## config.mk

```make
export PLATFORM = sky130hd
export DESIGN_NAME = load_store_unit
export DESIGN_NICKNAME = d
export VERILOG_FILES = /design/src/rtl/lsu_pkg.sv /design/src/rtl/lsu_align.sv /design/src/rtl/load_store_unit.sv
export SDC_FILE = /design/constraint.sdc
export NUM_CORES = 1
export LEC_CHECK = 0
export CORE_ASPECT_RATIO = 0.5
export CORE_MARGIN = 2
export CORE_UTILIZATION = 40
export CTS_CLUSTER_SIZE = 30
export DETAILED_ROUTE_END_ITERATION = 8
export PLACE_DENSITY = 0.69
export SYNTH_ARGS = -nofsm -noshare
export SYNTH_HDL_FRONTEND = slang
export SYNTH_SLANG_ARGS = --single-unit
```

## constraint.sdc

```tcl
create_clock -name clk -period 3.8 [get_ports clk]
set_clock_uncertainty 0.15 [all_clocks]
set_input_delay 0.38 -clock clk [delete_from_list [all_inputs] [get_ports clk]]
set_output_delay 0.38 -clock clk [all_outputs]
set_load 0.02 [all_outputs]
```

## src/rtl/lsu_pkg.sv

```systemverilog
// Shared types and constants for the load/store unit.
package lsu_pkg;

  localparam int unsigned DATA_W    = 32;
  localparam int unsigned MEM_DEPTH = 1024;

  localparam logic [DATA_W-1:0] RESP_DATA_ERR = 32'h0;

  typedef enum logic [1:0] {
    SZ_BYTE = 2'b00,
    SZ_HALF = 2'b01,
    SZ_WORD = 2'b10,
    SZ_BAD  = 2'b11
  } size_e;

  typedef enum logic [2:0] {
    ST_IDLE,
    ST_RD_ISSUE,
    ST_RD_WAIT,
    ST_WR,
    ST_RESP
  } state_e;

  // Request fields kept for the whole transaction; lane is addr[1:0].
  typedef struct packed {
    logic              write;
    size_e             size;
    logic              is_unsigned;
    logic [1:0]        lane;
    logic [DATA_W-1:0] wdata;
  } req_t;

endpackage

```

## src/rtl/lsu_align.sv

```systemverilog
// Lane steering: load extract/extend and sub-word store merge, little-endian.
module lsu_align
  import lsu_pkg::*;
(
  input  size_e             i_size,
  input  logic              i_unsigned,
  input  logic [1:0]        i_lane,
  input  logic [DATA_W-1:0] i_rdata,
  input  logic [DATA_W-1:0] i_wdata,
  output logic [DATA_W-1:0] o_load_data_c,
  output logic [DATA_W-1:0] o_merged_c
);

  logic [7:0]  w_byte;
  logic [15:0] w_half;

  always_comb begin
    w_byte        = i_rdata[{i_lane, 3'b000} +: 8];
    w_half        = i_rdata[{i_lane[1], 4'b0000} +: 16];
    o_load_data_c = i_rdata;
    o_merged_c    = i_wdata;
    case (i_size)
      SZ_BYTE: begin
        o_load_data_c = i_unsigned ? {24'h0, w_byte} : {{24{w_byte[7]}}, w_byte};
        o_merged_c    = i_rdata;
        o_merged_c[{i_lane, 3'b000} +: 8] = i_wdata[7:0];
      end
      SZ_HALF: begin
        o_load_data_c = i_unsigned ? {16'h0, w_half} : {{16{w_half[15]}}, w_half};
        o_merged_c    = i_rdata;
        o_merged_c[{i_lane[1], 4'b0000} +: 16] = i_wdata[15:0];
      end
      default: ;
    endcase
  end

endmodule

```

## src/rtl/load_store_unit.sv

```systemverilog
// Byte-addressed load/store front end for a word-indexed, 1-cycle-read data memory.
module load_store_unit
  import lsu_pkg::*;
#(
  parameter int unsigned data_size = DATA_W,
  parameter int unsigned mem_size  = MEM_DEPTH
) (
  input  logic                 clk,
  input  logic                 rst_n,
  input  logic                 req_valid,
  output logic                 req_ready,
  input  logic                 req_write,
  input  logic [1:0]           req_size,
  input  logic                 req_unsigned,
  input  logic [data_size-1:0] req_addr,
  input  logic [data_size-1:0] req_wdata,
  output logic                 resp_valid,
  output logic                 resp_err,
  output logic [data_size-1:0] resp_rdata,
  output logic                 mem_write_en,
  output logic [data_size-1:0] mem_addr,
  output logic [data_size-1:0] mem_write_data,
  input  logic [data_size-1:0] mem_rdata
);

  state_e            r_state;
  req_t              r_req;
  logic              r_req_ready;
  logic              r_resp_valid;
  logic              r_resp_err;
  logic [DATA_W-1:0] r_resp_rdata;
  logic              r_wr_en;
  logic [DATA_W-1:0] r_mem_addr;
  logic [DATA_W-1:0] r_mem_wdata;

  size_e             w_size;
  logic [DATA_W-1:0] w_index;
  logic              w_err;
  logic [DATA_W-1:0] w_load_data;
  logic [DATA_W-1:0] w_merged;

  // Request screening on the incoming fields, used only at accept.
  always_comb begin
    w_size  = size_e'(req_size);
    w_index = {2'b00, req_addr[31:2]};
    w_err   = 1'b0;
    case (w_size)
      SZ_BAD:  w_err = 1'b1;
      SZ_HALF: w_err = req_addr[0];
      SZ_WORD: w_err = |req_addr[1:0];
      default: w_err = 1'b0;
    endcase
    if (w_index >= 32'(mem_size)) begin
      w_err = 1'b1;
    end
  end

  lsu_align u_align (
    .i_size        (r_req.size),
    .i_unsigned    (r_req.is_unsigned),
    .i_lane        (r_req.lane),
    .i_rdata       (mem_rdata),
    .i_wdata       (r_req.wdata),
    .o_load_data_c (w_load_data),
    .o_merged_c    (w_merged)
  );

  always_ff @(posedge clk) begin
    if (!rst_n) begin
      r_state      <= ST_IDLE;
      r_req        <= '0;
      r_req_ready  <= 1'b1;
      r_resp_valid <= 1'b0;
      r_resp_err   <= 1'b0;
      r_resp_rdata <= '0;
      r_wr_en      <= 1'b0;
      r_mem_addr   <= '0;
      r_mem_wdata  <= '0;
    end else begin
      r_resp_valid <= 1'b0;
      r_wr_en      <= 1'b0;
      case (r_state)
        ST_IDLE: begin
          if (req_valid) begin
            r_req       <= '{write: req_write, size: w_size, is_unsigned: req_unsigned,
                             lane: req_addr[1:0], wdata: req_wdata};
            r_mem_addr  <= w_index;
            r_req_ready <= 1'b0;
            if (w_err) begin
              r_state      <= ST_RESP;
              r_resp_valid <= 1'b1;
              r_resp_err   <= 1'b1;
              r_resp_rdata <= RESP_DATA_ERR;
            end else if (req_write && (w_size == SZ_WORD)) begin
              r_state     <= ST_WR;
              r_wr_en     <= 1'b1;
              r_mem_wdata <= req_wdata;
            end else begin
              r_state <= ST_RD_ISSUE;
            end
          end
        end
        ST_RD_ISSUE: r_state <= ST_RD_WAIT;
        ST_RD_WAIT: begin
          if (r_req.write) begin
            r_state     <= ST_WR;
            r_wr_en     <= 1'b1;
            r_mem_wdata <= w_merged;
          end else begin
            r_state      <= ST_RESP;
            r_resp_valid <= 1'b1;
            r_resp_err   <= 1'b0;
            r_resp_rdata <= w_load_data;
          end
        end
        ST_WR: begin
          r_state      <= ST_RESP;
          r_resp_valid <= 1'b1;
          r_resp_err   <= 1'b0;
          r_resp_rdata <= '0;
        end
        ST_RESP: begin
          r_state     <= ST_IDLE;
          r_req_ready <= 1'b1;
        end
        default: begin
          r_state     <= ST_IDLE;
          r_req_ready <= 1'b1;
        end
      endcase
    end
  end

  // Write strobe is gated by reset so an abandoned WR never reaches memory.
  assign mem_write_en   = r_wr_en & rst_n;
  assign req_ready      = r_req_ready;
  assign resp_valid     = r_resp_valid;
  assign resp_err       = r_resp_err;
  assign resp_rdata     = r_resp_rdata;
  assign mem_addr       = r_mem_addr;
  assign mem_write_data = r_mem_wdata;

endmodule
```

# [Word level (Yosys, flattened, before mapping)]
# Cells that the tools add are included.
# W data, S select, Z words.
[word_totals] register_bits=139 inputBits=103 word_cells=85
[classes] add_sub_neg=2 order_cmp=1 eq_ne=13 shifts=6 n_mux=37 bitwise_logic=2 reduce_logical=11
[op_table] cell="$mux W32" n=9
[op_table] cell="$pmux W32 S2" n=3
[op_table] cell="$pmux W32 S3" n=1
[op_table] cell="$bwmux W32" n=2
[op_table] cell="$shift A16 B7 Y32 const A" n=1
[op_table] cell="$shift A8 B7 Y32 const A" n=1
[op_table] cell="$shiftx A16 B7 Y32" n=1
[op_table] cell="$shiftx A32 B6 Y16" n=1
[op_table] cell="$shiftx A32 B6 Y8" n=1
[op_table] cell="$shiftx A8 B7 Y32" n=1
[op_table] cell="$ge A30 B11 Y1 const B" n=1
[op_table] cell="$neg A5 Y7" n=2
[op_table] cell="$mux W1" n=12
[op_table] cell="$ne A2 B2 Y1 const B" n=6
[op_table] cell="$pmux W3 S4" n=1
[op_table] cell="$mux W3" n=3
[op_table] cell="$pmux W1 S3" n=3
[op_table] cell="$eq A3 B2 Y1 const B" n=2
[op_table] cell="$reduce_and A5 Y1" n=1
[op_table] cell="$eq A2 B1 Y1 const B" n=2
[op_table] cell="$eq A2 B2 Y1 const B" n=2
[op_table] cell="$pmux W1 S2" n=2
[op_table] cell="$reduce_and A2 Y1" n=2
[op_table] cell="$reduce_and A4 Y1" n=1
[op_table] cell="other kinds (11)" n=11

# [Logic depth before layout (Yosys ltp)]
# Gate-level depths: netlist of run 1.
[logic_depth] depth_word=6 ltp_mapped=10 ltp_nobuf=7

# [Hierarchy]
# A second synthesis of run 1 with hierarchy kept.
[hier_totals] hier_cells=905 area_unflattened_um2=7180.6
[by_module_without_submodules] module="load_store_unit" n_inst=1 cells_each=632 area_each_um2=5510.3 seq_area_each_um2=2782.7
[by_module_without_submodules] module="lsu_align" n_inst=1 cells_each=273 area_each_um2=1670.4 seq_area_each_um2=0.0

# [Worst setup path after synthesis of run 1]
# No wires, ideal clock.
[synth_path] kind="reg2reg" from="reg r_req[33] (netlist name)" to="reg r_mem_wdata[16], in the netlist mem_write_data[16]" setup_time_ns=0.085 arrival_ns=2.702 required_time_ns=3.565 slack_ns=0.863 path_stages_with_launch=9 path_buffers=2 period_less_slack_ns=2.937 cell_sequence="dfxtp_1 > clkbuf_1 > clkbuf_1 > inv_1 > ha_1 > inv_1 > o41ai_1 > a21oi_1 > o31ai_2"
[synth_between] elab_chain_cells=6 word_cells_on_any_way=11
[synth_lines] item="start, declared" line_no="load_store_unit.sv:27" text="req_t r_req;"
[synth_lines] item="start signal, assigned" line_no="load_store_unit.sv:85" text="r_req <= '{write: req_write, size: w_size, is_unsigned: req_unsigned,"
[synth_lines] item="$neg A5 Y7 (on tied branches)" line_no="lsu_align.sv:31, lsu_align.sv:26"
[synth_lines] item="$shiftx A16 B7 Y32, or another cell as far along" line_no="lsu_align.sv:31" text="o_merged_c[{i_lane[1], 4'b0000} +: 16] = i_wdata[15:0];"
[synth_lines] item="$bwmux W32 (on tied branches)" line_no="lsu_align.sv:31, lsu_align.sv:26"
[synth_lines] item="$pmux W32 S2 *" line_no="lsu_align.sv:22" text="case (i_size)"
[synth_lines] item="$mux W32 *" line_no="load_store_unit.sv:105" text="if (r_req.write) begin"
[synth_lines] item="$pmux W32 S2 *" line_no="load_store_unit.sv:82" text="case (r_state)"
[synth_lines] item="end signal, assigned" line_no="load_store_unit.sv:97" text="r_mem_wdata <= req_wdata;"
[synth_lines] item="end signal, assigned" line_no="load_store_unit.sv:108" text="r_mem_wdata <= w_merged;"
[synth_lines] item="end, declared" line_no="load_store_unit.sv:34" text="logic [DATA_W-1:0] r_mem_wdata;"
# Every way passes the cells marked *; elsewhere a longest branch is shown, timed or not. The select of a mux whose other input is x is not followed.
# A chain may end at the register's enable or synchronous reset.

# [Worst setup path in the final report of run 1]
[layout_path] from="reg r_state[1]" to="reg r_mem_wdata[3], in the netlist mem_write_data[3]"
[layout_between] elab_chain_cells=3 word_cells_on_any_way=9
[layout_lines] item="start, declared" line_no="load_store_unit.sv:26" text="state_e r_state;"
[layout_lines] item="start signal, assigned" line_no="load_store_unit.sv:70" text="r_state <= ST_IDLE;"
[layout_lines] item="start signal, assigned" line_no="load_store_unit.sv:90" text="r_state <= ST_RESP;"
[layout_lines] item="start signal, assigned" line_no="load_store_unit.sv:95" text="r_state <= ST_WR;"
[layout_lines] item="$eq A3 B2 Y1 or $logic_not A3 Y1 (tied branches)" line_no="load_store_unit.sv:82"
[layout_lines] item="$ne A2 B2 Y1 (no line) or $reduce_bool A2 Y1 (tied branches)"
[layout_lines] item="$reduce_and A5 Y1 (no line)"
# Parallel ways exist; a longest one is shown, timed or not.

==> results of run 1 <==
[worst max-delay path, stage by stage, from the launching register on]
cell,delay (ns)
dfxtp_1,0.52
nor3b_4,0.27
buf_4,0.38
nand2_1,0.57
and2_4,0.52
o31ai_2,0.30
[synthesized netlist by cell type, types with 6 or more instances]
| cell | count | area (um2) |
|---|---|---|
| nand2b_1 | 21 | 131 |
| clkbuf_1 | 56 | 210 |
| a221oi_1 | 20 | 175 |
| a22o_1 | 16 | 140 |
| nand4_1 | 21 | 131 |
| inv_1 | 7 | 26.3 |
| a32oi_1 | 7 | 61.3 |
| o21ai_0 | 35 | 175 |
| a21boi_1 | 20 | 150 |
| dfxtp_1 | 139 | 2780 |
| o211ai_1 | 25 | 188 |
| nand3_1 | 11 | 55.1 |
| buf_1 | 6 | 22.5 |
| nand2_1 | 186 | 698 |
| buf_6 | 6 | 67.6 |
| a221o_1 | 8 | 80.1 |
| nor3_1 | 7 | 35.0 |
| mux2i_1 | 21 | 210 |
| a21oi_1 | 33 | 165 |
| nor2_1 | 13 | 48.8 |
| o2bb2ai_1 | 7 | 61.3 |
| nor2b_1 | 15 | 93.8 |
| a21boi_0 | 48 | 360 |
| o31ai_2 | 14 | 175 |
[registers in the layout, indices dropped and copies added (netlist names)]
signal	cells
r_req	38
mem_write_data	32
resp_rdata	32
mem_addr	30
r_state	3
r_wr_en	1
req_ready	1
resp_err	1
resp_valid	1
[layout by cell type, fill, tap and decap left out, types with 7 or more instances in the layout]
cell type	instances
a21boi_0	48
a21boi_1	20
a21oi_1	33
a221o_1	8
a221oi_1	20
a22o_1	16
a32oi_1	7
buf_4	17
clkbuf_16	17
clkdlybuf4s50_1	199
dfxtp_1	138
inv_1	7
mux2i_1	21
nand2_1	186
nand2b_1	21
nand3_1	11
nand4_1	21
nor2_1	12
nor2b_1	15
nor3_1	7
o211ai_1	25
o21ai_0	35
o2bb2ai_1	7
o31ai_2	14
[per-stage QoR]
stage | instance area, um2 | total power (W) | hold WS, ns
floorplan | 6890 | 0.00181 | 0.285
global placement | 8980 | 0.00207 | 0.290
detailed placement | 8980 | 0.00207 | 0.291
CTS | 9560 | 0.00371 | 0.249
global route | 9560 | 0.00383 | 0.265
finish | 9560 | 0.00370 | 0.272
[how the worst max path moves through the flow]
stage / from / end / slack (ns)
2_1_floorplan: r_req[33]$_SDFFE_PN0P_ / mem_write_data[16]$_SDFFE_PN0P_ / 0.86
3_3_place_gp: req_addr[16] / mem_write_data[7]$_SDFFE_PN0P_ / 0.84
3_5_place_dp: req_addr[16] / mem_write_data[3]$_SDFFE_PN0P_ / 0.77
4_1_cts: r_state[1]$_SDFFE_PN0N_ / mem_write_data[3]$_SDFFE_PN0P_ / 0.98
5_1_grt: r_state[1]$_SDFFE_PN0N_ / mem_write_data[21]$_SDFFE_PN0P_ / 0.79
6_report: r_state[1]$_SDFFE_PN0N_ / mem_write_data[3]$_SDFFE_PN0P_ / 0.96
[power by group]
group	internal, W	total (W)	switching (W)
clock	0.000936	0.00165	0.000711
combinational	0.000228	0.000502	0.000275
sequential	0.00150	0.00155	0.0000443
[cells by family (layout without fill, tap and decap cells)]
logic type,after synthesis,after routing,synth area share
mux,28,28,0.0469
simple gates,295,295,0.200
other cells,1,2,0.000545
buf+inv,79,255,0.0511
compound gates,263,263,0.288
fa+ha+maj,5,5,0.00909
flops,139,139,0.404
[per-layer routing]
| layer | wire length [um] | vias up | GRT usage |
|---|---|---|---|
| met5 | 0 | - | 0 |
| li1 | - | 3272 | - |
| met4 | 408 | 0 | 0.0757 |
| met2 | 10100 | 284 | 0.377 |
| met3 | 2120 | 37 | 0.0780 |
| met1 | 10700 | 3200 | 0.351 |
[area by class of cell]
type                    count  area, um2
clock inverters            13        134
inverters                   7       26.3
multi-input cells         593       3770
well taps                 227        284
repair buffers            216       2120
fillers                  1511       7040
clock buffers              19        443
flip-flops and latches    139       2780
==> metrics.md, run 1 <==
| Metric | Value |
|---|---|
| Status | `complete, no violations` |
| Ys Warns | `0` |
| Post-route ant nets | `0` |
| Core area | `16600 um2` |
| DP Worst Slack | `0.774 ns` |
| Post-Route WL | `23300 um` |
| Clock latency on the worst-skew pair | `0.42 ns` |
| Max-slew violation count | `0` |
| Power Density | `387 nW/um2` |
| Max-cap viol count | `0` |
| Final core occ | `0.576` |
| Final setup violating endpoints | `0` |
| CTS Hold Bufs | `0` |
| Placed wire-length estimate | `16700 um` |
| Reg2reg start | `r_state[1]$_SDFFE_PN0N_` |
| Ant diodes | `0` |
| Initial DRC Count | `549` |
| Initial core utilization | `0.415` |
| Synth cell types | `60` |
| Worst Reg-to-Reg Cells | `5` |
| Total track usage | `0.253` |
| Crit-path max FO | `34` |
| Placed insts | `1182` |
| Final net count | `1082` |
| RSZ-0062 raised after global routing | `no` |
| R2r setup slk | `0.96 ns` |
| Die area | `18300 um2` |
| Post CTS Setup Buffer Count | `0` |
| R2r endpoint | `mem_write_data[3]$_SDFFE_PN0P_` |
| Rows | `33` |
| Kind of start point of the critical path | `flop` |
| Clock transition at path regs | `0.07 ns` |
| Clock period minus worst slack | `2.84 ns` |
| Max Fclk | `0.352 GHz` |
| Period utilisation layout | `0.747` |
| Leakage power | `3.51 nW` |
| Post-synth ARST share | `0` |
| # port buffers | `200` |
| Worst Hold Class | `in -> reg` |
| Die H | `96.8 um` |
| DRT Pass-1 Iters | `5` |
| Hold path start | `rst_n` |
| Num CTS Buffers | `17` |
| Initial antenna violation count | `0` |
| Grt ovf | `0` |
| Clock tree buffer depth | `2` |
| Relative slew slack | `0.169` |
| Ys flop type | `dfxtp_1` |
| CTS tree | `done` |
| Seq/Total Area, Yosys | `0.404` |
| Final Hold Viols | `0` |
| Mapped cell area | `6880 um2` |
| DRC viols | `0` |
| Layout cells sized above 1 | `0.0821` |
| #FFs+latches synth | `139` |
| Post-Syn Area per Cell | `8.50 um2` |
| Post-synth EDFFs | `0` |
| Root buffer cell | `clkbuf_16` |
| Slew @ Worst Pin | `1.25 ns` |
| First-pass GRT wire length | `36300 um` |
| WS Path Type | `reg -> reg` |
| CP endpoint kind | `flop` |
| Hold Path Sink | `r_req[21]$_SDFFE_PN0P_` |
| Maximum VDD drop | `330 uV` |
| Critical Path RT | `3.98 ns` |
| Resized cells post-CTS | `0` |
| Largest net degree at the start of global routing | `69` |
| Area Overhead vs Synth | `38.8%` |
| TNS Setup | `0 ns` |
| Mapped Cells | `810` |
| Worst setup margin | `0.960 ns` |
| Final Non-Filler Cells | `1214` |
| DR vias | `6793` |
| Final RePlAce weighted congestion | `0.919` |
| CP Data Arrival Time | `3.02 ns` |
| Vias in the first global route | `6514` |
| Hold Path Cell Cnt | `2` |
| Die W | `190 um` |
| Via/cell ratio | `5.60` |
| H-tree levels | `4` |
| WL/cell | `19.2 um` |
| Clock sinks | `139` |
| I/O Pins | `203` |
(Power assumes the default switching activity.)
==> run 2, diff against run 1 <==
--- a/config.mk
+++ b/config.mk
@@ -10,7 +10,7 @@
 export CORE_UTILIZATION = 40
 export CTS_CLUSTER_SIZE = 30
 export DETAILED_ROUTE_END_ITERATION = 8
-export PLACE_DENSITY = 0.69
+export PLACE_DENSITY = 0.72
 export SYNTH_ARGS = -nofsm -noshare
 export SYNTH_HDL_FRONTEND = slang
 export SYNTH_SLANG_ARGS = --single-unit
==> constraint.sdc (replaced) <==
create_clock -name clk -period 2.5 [get_ports clk]
set_clock_uncertainty 0.15 [all_clocks]
set_input_delay 0.25 -clock clk [delete_from_list [all_inputs] [get_ports clk]]
set_output_delay 0.25 -clock clk [all_outputs]
set_load 0.02 [all_outputs]
==> run 2 against run 1 <==
  * Cell count rose by 1.9%
  * Via count rose by 1.6%
  * Core utilization rose by 1.9 points
  * Combinational power rose by 58%
  * First-iteration DRC count rose by 5.6%
  * Routed wire length fell by 1.3%
  * Clock power rose by 70%
  * Clock-buffer cell count fell by 2
  * Sequential power rose by 52%
  * Critical path type is now in -> reg
  * Largest cell class unchanged
==> metrics.md, run 2 (synthesis results as in run 1) <==
| Metric | Value |
|---|---|
| Ant diodes | `0` |
| Commonest non-fill, non-tap cell in the layout | `clkdlybuf4s50_1` |
| Via/cell ratio | `5.58` |
| Clock transition at path regs | `0.06 ns` |
| Slowest CP cell | `or4_4` |
| WL/cell | `18.6 um` |
| DRT Pass-1 Iters | `5` |
| H-tree levels | `4` |
| CTS Hold Bufs | `0` |
| Worst Hold Class | `in -> reg` |
| Kind of start point of the critical path | `input port` |
| Max-cap viol count | `0` |
| Area Overhead vs Synth | `43.3%` |
| DRC viols | `0` |
| Power Density | `602 nW/um2` |
| Final core occ | `0.594` |
| I/O Pins | `203` |
| Die area | `18300 um2` |
| Layout cells sized above 1 | `0.108` |
| Slew @ Worst Pin | `0.738 ns` |
| Initial DRC Count | `580` |
| DR vias | `6901` |
| Core area | `16600 um2` |
| Clock tree buffer depth | `2` |
| Relative slew slack | `0.508` |
| Vias in the first global route | `6732` |
| Clock latency on the worst-skew pair | `0.42 ns` |
| Commonest cells after routing, fill and taps aside | `clkdlybuf4s50_1, nand2_1, dfxtp_1` |
| Rows | `33` |
| CTS tree | `done` |
| Maximum VDD drop | `470 uV` |
| Leakage power | `3.70 nW` |
| Period utilisation layout | `0.914` |
| Die H | `96.8 um` |
| TNS Setup | `0 ns` |
| Post-Route WL | `23000 um` |
| Clock period minus worst slack | `2.28 ns` |
| Clock sinks | `139` |
| Crit path cell chain | `clkdlybuf4s50_1, nor4_2, o211ai_1, or4_4, and2_4, o31ai_2` |
| Final setup violating endpoints | `0` |
| Placed wire-length estimate | `16800 um` |
| Max-slew violation count | `0` |
| Top reg by flops | `r_req` |
| First-pass GRT wire length | `36500 um` |
| CP endpoint kind | `flop` |
| # port buffers | `200` |
| Status | `complete, no violations` |
| Max Fclk | `0.438 GHz` |
| Largest net degree at the start of global routing | `69` |
| Final RePlAce weighted congestion | `0.909` |
| CP max stage delay | `0.55 ns` |
| RSZ-0062 raised after global routing | `no` |
| Num CTS Buffers | `17` |
| Final Hold Viols | `0` |
| Total track usage | `0.253` |
| Crit-path max FO | `33` |
| Final net count | `1106` |
| Root buffer cell | `clkbuf_16` |
| Initial core utilization | `0.415` |
| Number of fill cells in the layout | `1500` |
| Initial antenna violation count | `1` |
| Critical Path RT | `2.69 ns` |
| Die W | `190 um` |
| WS Path Type | `in -> reg` |
| CP Data Arrival Time | `2.47 ns` |
| Max FFs per register | `38` |
| Post-route ant nets | `0` |
| Grt ovf | `0` |
run 2: changes by cell type in the layout (fill, tap and decap cells not counted), moves of 2 or more:
cell | before | now
buf_12 | 0 | 2
clkinv_2 | 0 | 2
inv_6 | 5 | 3
buf_4 | 17 | 39
bufinv_16 | 1 | 5
run 2: layout make-up:
type / count / area, um2 / share of cell area
tap: 227 / 284 / 0.0288
clock inverter: 14 / 219 / 0.0222
multi-input combinational: 593 / 3800 / 0.385
timing repair buffer: 240 / 2320 / 0.236
clock buffer: 17 / 425 / 0.0431
inverter: 7 / 26.3 / 0.00266
sequential: 139 / 2790 / 0.282
run 2: path summary, 6_finish.rpt:
check,from,end,slack [ns],depth (start not counted)
worst max-delay path,req_addr[16],mem_write_data[22]$_SDFFE_PN0P_,0.22,6
worst min register to register,req_ready$_SDFFE_PN1P_,req_ready$_SDFFE_PN1P_,0.30,2
worst max register to register,r_req[33]$_SDFFE_PN0P_,mem_write_data[15]$_SDFFE_PN0P_,0.25,7
worst min-delay path,rst_n,mem_write_data[6]$_SDFFE_PN0P_,0.06,3
run 2: report_power, final:
group          leakage, nW  switching, W  internal, W
Sequential            1.13     0.0000667      0.00228
Clock                0.310       0.00102      0.00177
Combinational         2.26      0.000426     0.000369
run 2: critical path: cells and delay by family:
family                 cells  cell delay [ns]
buffers and inverters      1             0.43
AND/OR/NAND/NOR            3             1.28
AO/OA/AOI/OAI              2             0.48
run 2: repair_timing:
action / in CTS / in global routing
setup endpoints to repair: 1 / 34
buffers inserted: 0 / 0
pin swaps: 0 / 1
gates resized for setup: 1 / 3
hold endpoints to repair: 0 / 0
gates cloned: 0 / 0
run 2: per-layer routing:
metal / routed length [um] / track usage / up-vias / part of all wire
met5: 0 / 0 / - / 0
met4: 388 / 0.0775 / 0 / 0.017
met3: 2060 / 0.0791 / 26 / 0.090
met2: 10100 / 0.390 / 262 / 0.44
met1: 10500 / 0.339 / 3302 / 0.45
li1: - / - / 3311 / -
run 2: through the flow:
| step | cell area, um2 | power [W] | setup WS, ns | hold WS [ns] | cells |
|---|---|---|---|---|---|
| 5_1_grt | 9870 | 0.00616 | 0.107 | 0.0703 | 1237 |
| 4_1_cts | 9850 | 0.00597 | 0.0860 | 0.0454 | 1237 |
| 3_5_place_dp | 9200 | 0.00318 | -0.232 | 0.292 | 1206 |
| 2_1_floorplan | 6910 | 0.00276 | 0.0109 | 0.235 | 811 |
| 3_3_place_gp | 9200 | 0.00317 | -0.172 | 0.288 | 1206 |
| 6_report | 9870 | 0.00594 | 0.216 | 0.0584 | 1237 |
==> run 3, diff against run 2 <==
--- a/config.mk
+++ b/config.mk
@@ -6,7 +6,6 @@
 export NUM_CORES = 1
 export LEC_CHECK = 0
 export CORE_ASPECT_RATIO = 0.5
-export CORE_MARGIN = 2
 export CORE_UTILIZATION = 40
 export CTS_CLUSTER_SIZE = 30
 export DETAILED_ROUTE_END_ITERATION = 8
==> run 3 against run 2 <==
  * Maximum frequency shrank 4.0%
  * Via count is 1.7% higher
  * Largest cell class unchanged
  * Die area fell by 3.1%
  * Worst hold slack better by 0.16 ns
  * Combinational power rose by 0.9%
  * Highest routed layer unchanged
  * Cell area fell by 0.16%
  * Total power is 0.27% higher
  * Largest power group unchanged
  * Cell count is essentially flat
  * Register-to-register slack got worse by 0.13 ns
  * Non-clock buffer count fell by 2
  * Clock-buffer cell count increased by 1
  * Critical endpoint is now mem_write_data[21]$_SDFFE_PN0P_
==> metrics.md, run 3 (synthesis results as in run 1) <==
| Metric | Value |
|---|---|
| Status | `complete, no violations` |
| Max-slew violation count | `0` |
| Leakage power | `3.69 nW` |
| Power Density | `605 nW/um2` |
| CP max stage delay | `0.63 ns` |
| WS Path Type | `reg -> reg` |
| Dpl cell area | `9180 um2` |
| Initial antenna violation count | `0` |
| DRC viols | `0` |
| DRT Pass-1 Iters | `6` |
| Commonest non-fill, non-tap cell in the layout | `clkdlybuf4s50_1` |
| Final core occ | `0.593` |
| CP most frequent cell | `inv_1` |
| Layout cells sized above 1 | `0.105` |
| Slowest CP cell | `o41ai_4` |
| Via/cell ratio | `5.68` |
| Crit path cell chain | `inv_1, ha_1, inv_1, o41ai_4, a21oi_1, o31ai_2` |
| Slew @ Worst Pin | `0.770 ns` |
| Max FFs per register | `38` |
| CP endpoint kind | `flop` |
| # port buffers | `200` |
| Kind of start point of the critical path | `flop` |
| Period utilisation layout | `0.952` |
| Total track usage | `0.266` |
| Relative slew slack | `0.482` |
| Post CTS Setup Buffer Count | `0` |
| Ant diodes | `0` |
| DP Worst Slack | `-0.213 ns` |
| Die area | `17800 um2` |
| Hold path start | `req_addr[8]` |
| Max-cap viol count | `0` |
| Maximum VDD drop | `479 uV` |
| Worst Reg-to-Reg Cells | `6` |
| Worst Hold Class | `in -> reg` |
| Top reg by flops | `r_req` |
| Area Overhead vs Synth | `43.1%` |
| I/O Pins | `203` |
| Clock tree buffer depth | `2` |
| Critical Path RT | `2.68 ns` |
| Initial core utilization | `0.415` |
| Vias in the first global route | `6662` |
| WL/cell | `19.0 um` |
| Largest net degree at the start of global routing | `83` |
| Rows | `33` |
| CTS Hold Bufs | `0` |
| Max Fclk | `0.420 GHz` |
| Die H | `94.8 um` |
| Post-Route WL | `23500 um` |
| H-tree levels | `4` |
| First-pass GRT wire length | `36900 um` |
| CTS tree | `done` |
| Num CTS Buffers | `17` |
| Placed wire-length estimate | `16900 um` |
| Crit-path max FO | `8` |
| Worst setup margin | `0.121 ns` |
| Final Hold Viols | `0` |
| Hold Path Cell Cnt | `3` |
| Grt ovf | `0` |
| Clock period minus worst slack | `2.38 ns` |
| Clock sinks | `139` |
| CP Data Arrival Time | `2.56 ns` |
| Number of fill cells in the layout | `1480` |
| Clock latency on the worst-skew pair | `0.42 ns` |
| DR vias | `7018` |
| Clock transition at path regs | `0.06 ns` |
| RSZ-0062 raised after global routing | `no` |
| Final net count | `1104` |
| Core area | `16600 um2` |
| Die W | `188 um` |
| Post-route cell area | `9850 um2` |
| Initial DRC Count | `700` |
| Root buffer cell | `clkbuf_16` |
| Post-route ant nets | `0` |
| Final RePlAce weighted congestion | `0.943` |
| Launch point of the critical path | `r_req[33]$_SDFFE_PN0P_` |
| Reg2reg start | `r_req[33]$_SDFFE_PN0P_` |
| Commonest cells after routing, fill and taps aside | `clkdlybuf4s50_1, nand2_1, dfxtp_1` |
| Final setup violating endpoints | `0` |
[run 3: cell count changes in the layout (fill, tap and decap cells not counted)]
cell and change:
nor3_1 +1, clkbuf_1 +1, o21ai_1 +1, nor3_2 -1, buf_4 -2, o21ai_0 -1, clkinv_4 +1, inv_6 -1
[run 3: what timing repair did]
action	CTS	global route
gates resized for setup	1	3
endpoints found under the setup margin	16	23
endpoints found under the hold margin	0	0
gates cloned	0	0
[run 3: metrics by stage]
step	setup TNS, ns	instances	hold slack [ns]	power, W
final	0	1236	0.216	0.00596
after global routing	0	1236	0.224	0.00614
after global placement	-3.63	1204	0.286	0.00317
after CTS	0	1236	0.207	0.00597
after detailed placement	-7.60	1204	0.294	0.00318
after floorplan	0	811	0.235	0.00276
[run 3: cell type report]
type	count	area, um2	share of cell area
Tap cell	227	284	0.0288
Clock inverter	14	219	0.0222
Timing Repair Buffer	238	2310	0.235
Inverter	7	26.3	0.00267
Clock buffer	18	429	0.0436
Sequential cell	139	2790	0.283
Multi-Input combinational cell	593	3800	0.385
[run 3: critical path, delay by kind of cell (launching register included)]
| kind | cells | cell delay (ns) |
|---|---|---|
| flip-flops | 1 | 0.43 |
| AO/OA/AOI/OAI | 3 | 1.07 |
| buffers and inverters | 2 | 0.31 |
| adder cells (fa/ha/maj) | 1 | 0.34 |
[run 3: final timing paths]
| path | slack [ns] | end |
|---|---|---|
| min reg2reg | 0.30 | mem_addr[4]$_SDFFE_PN0P_ |
| min | 0.22 | mem_addr[6]$_SDFFE_PN0P_ |
| max | 0.12 | mem_write_data[21]$_SDFFE_PN0P_ |
| max reg2reg | 0.12 | mem_write_data[21]$_SDFFE_PN0P_ |
[run 3: power breakdown]
part / switching (W) / internal [W]
clock: 0.00103 / 0.00178
sequential: 0.0000626 / 0.00228
combinational: 0.000432 / 0.000370
[run 3: layer usage]
layer  GRT usage  up-vias  share of wire
li1            -     3310              -
met5           0        -              0
met2       0.423      293           0.45
met4      0.0793        0          0.014
met3      0.0695       33          0.081
met1       0.355     3382           0.45
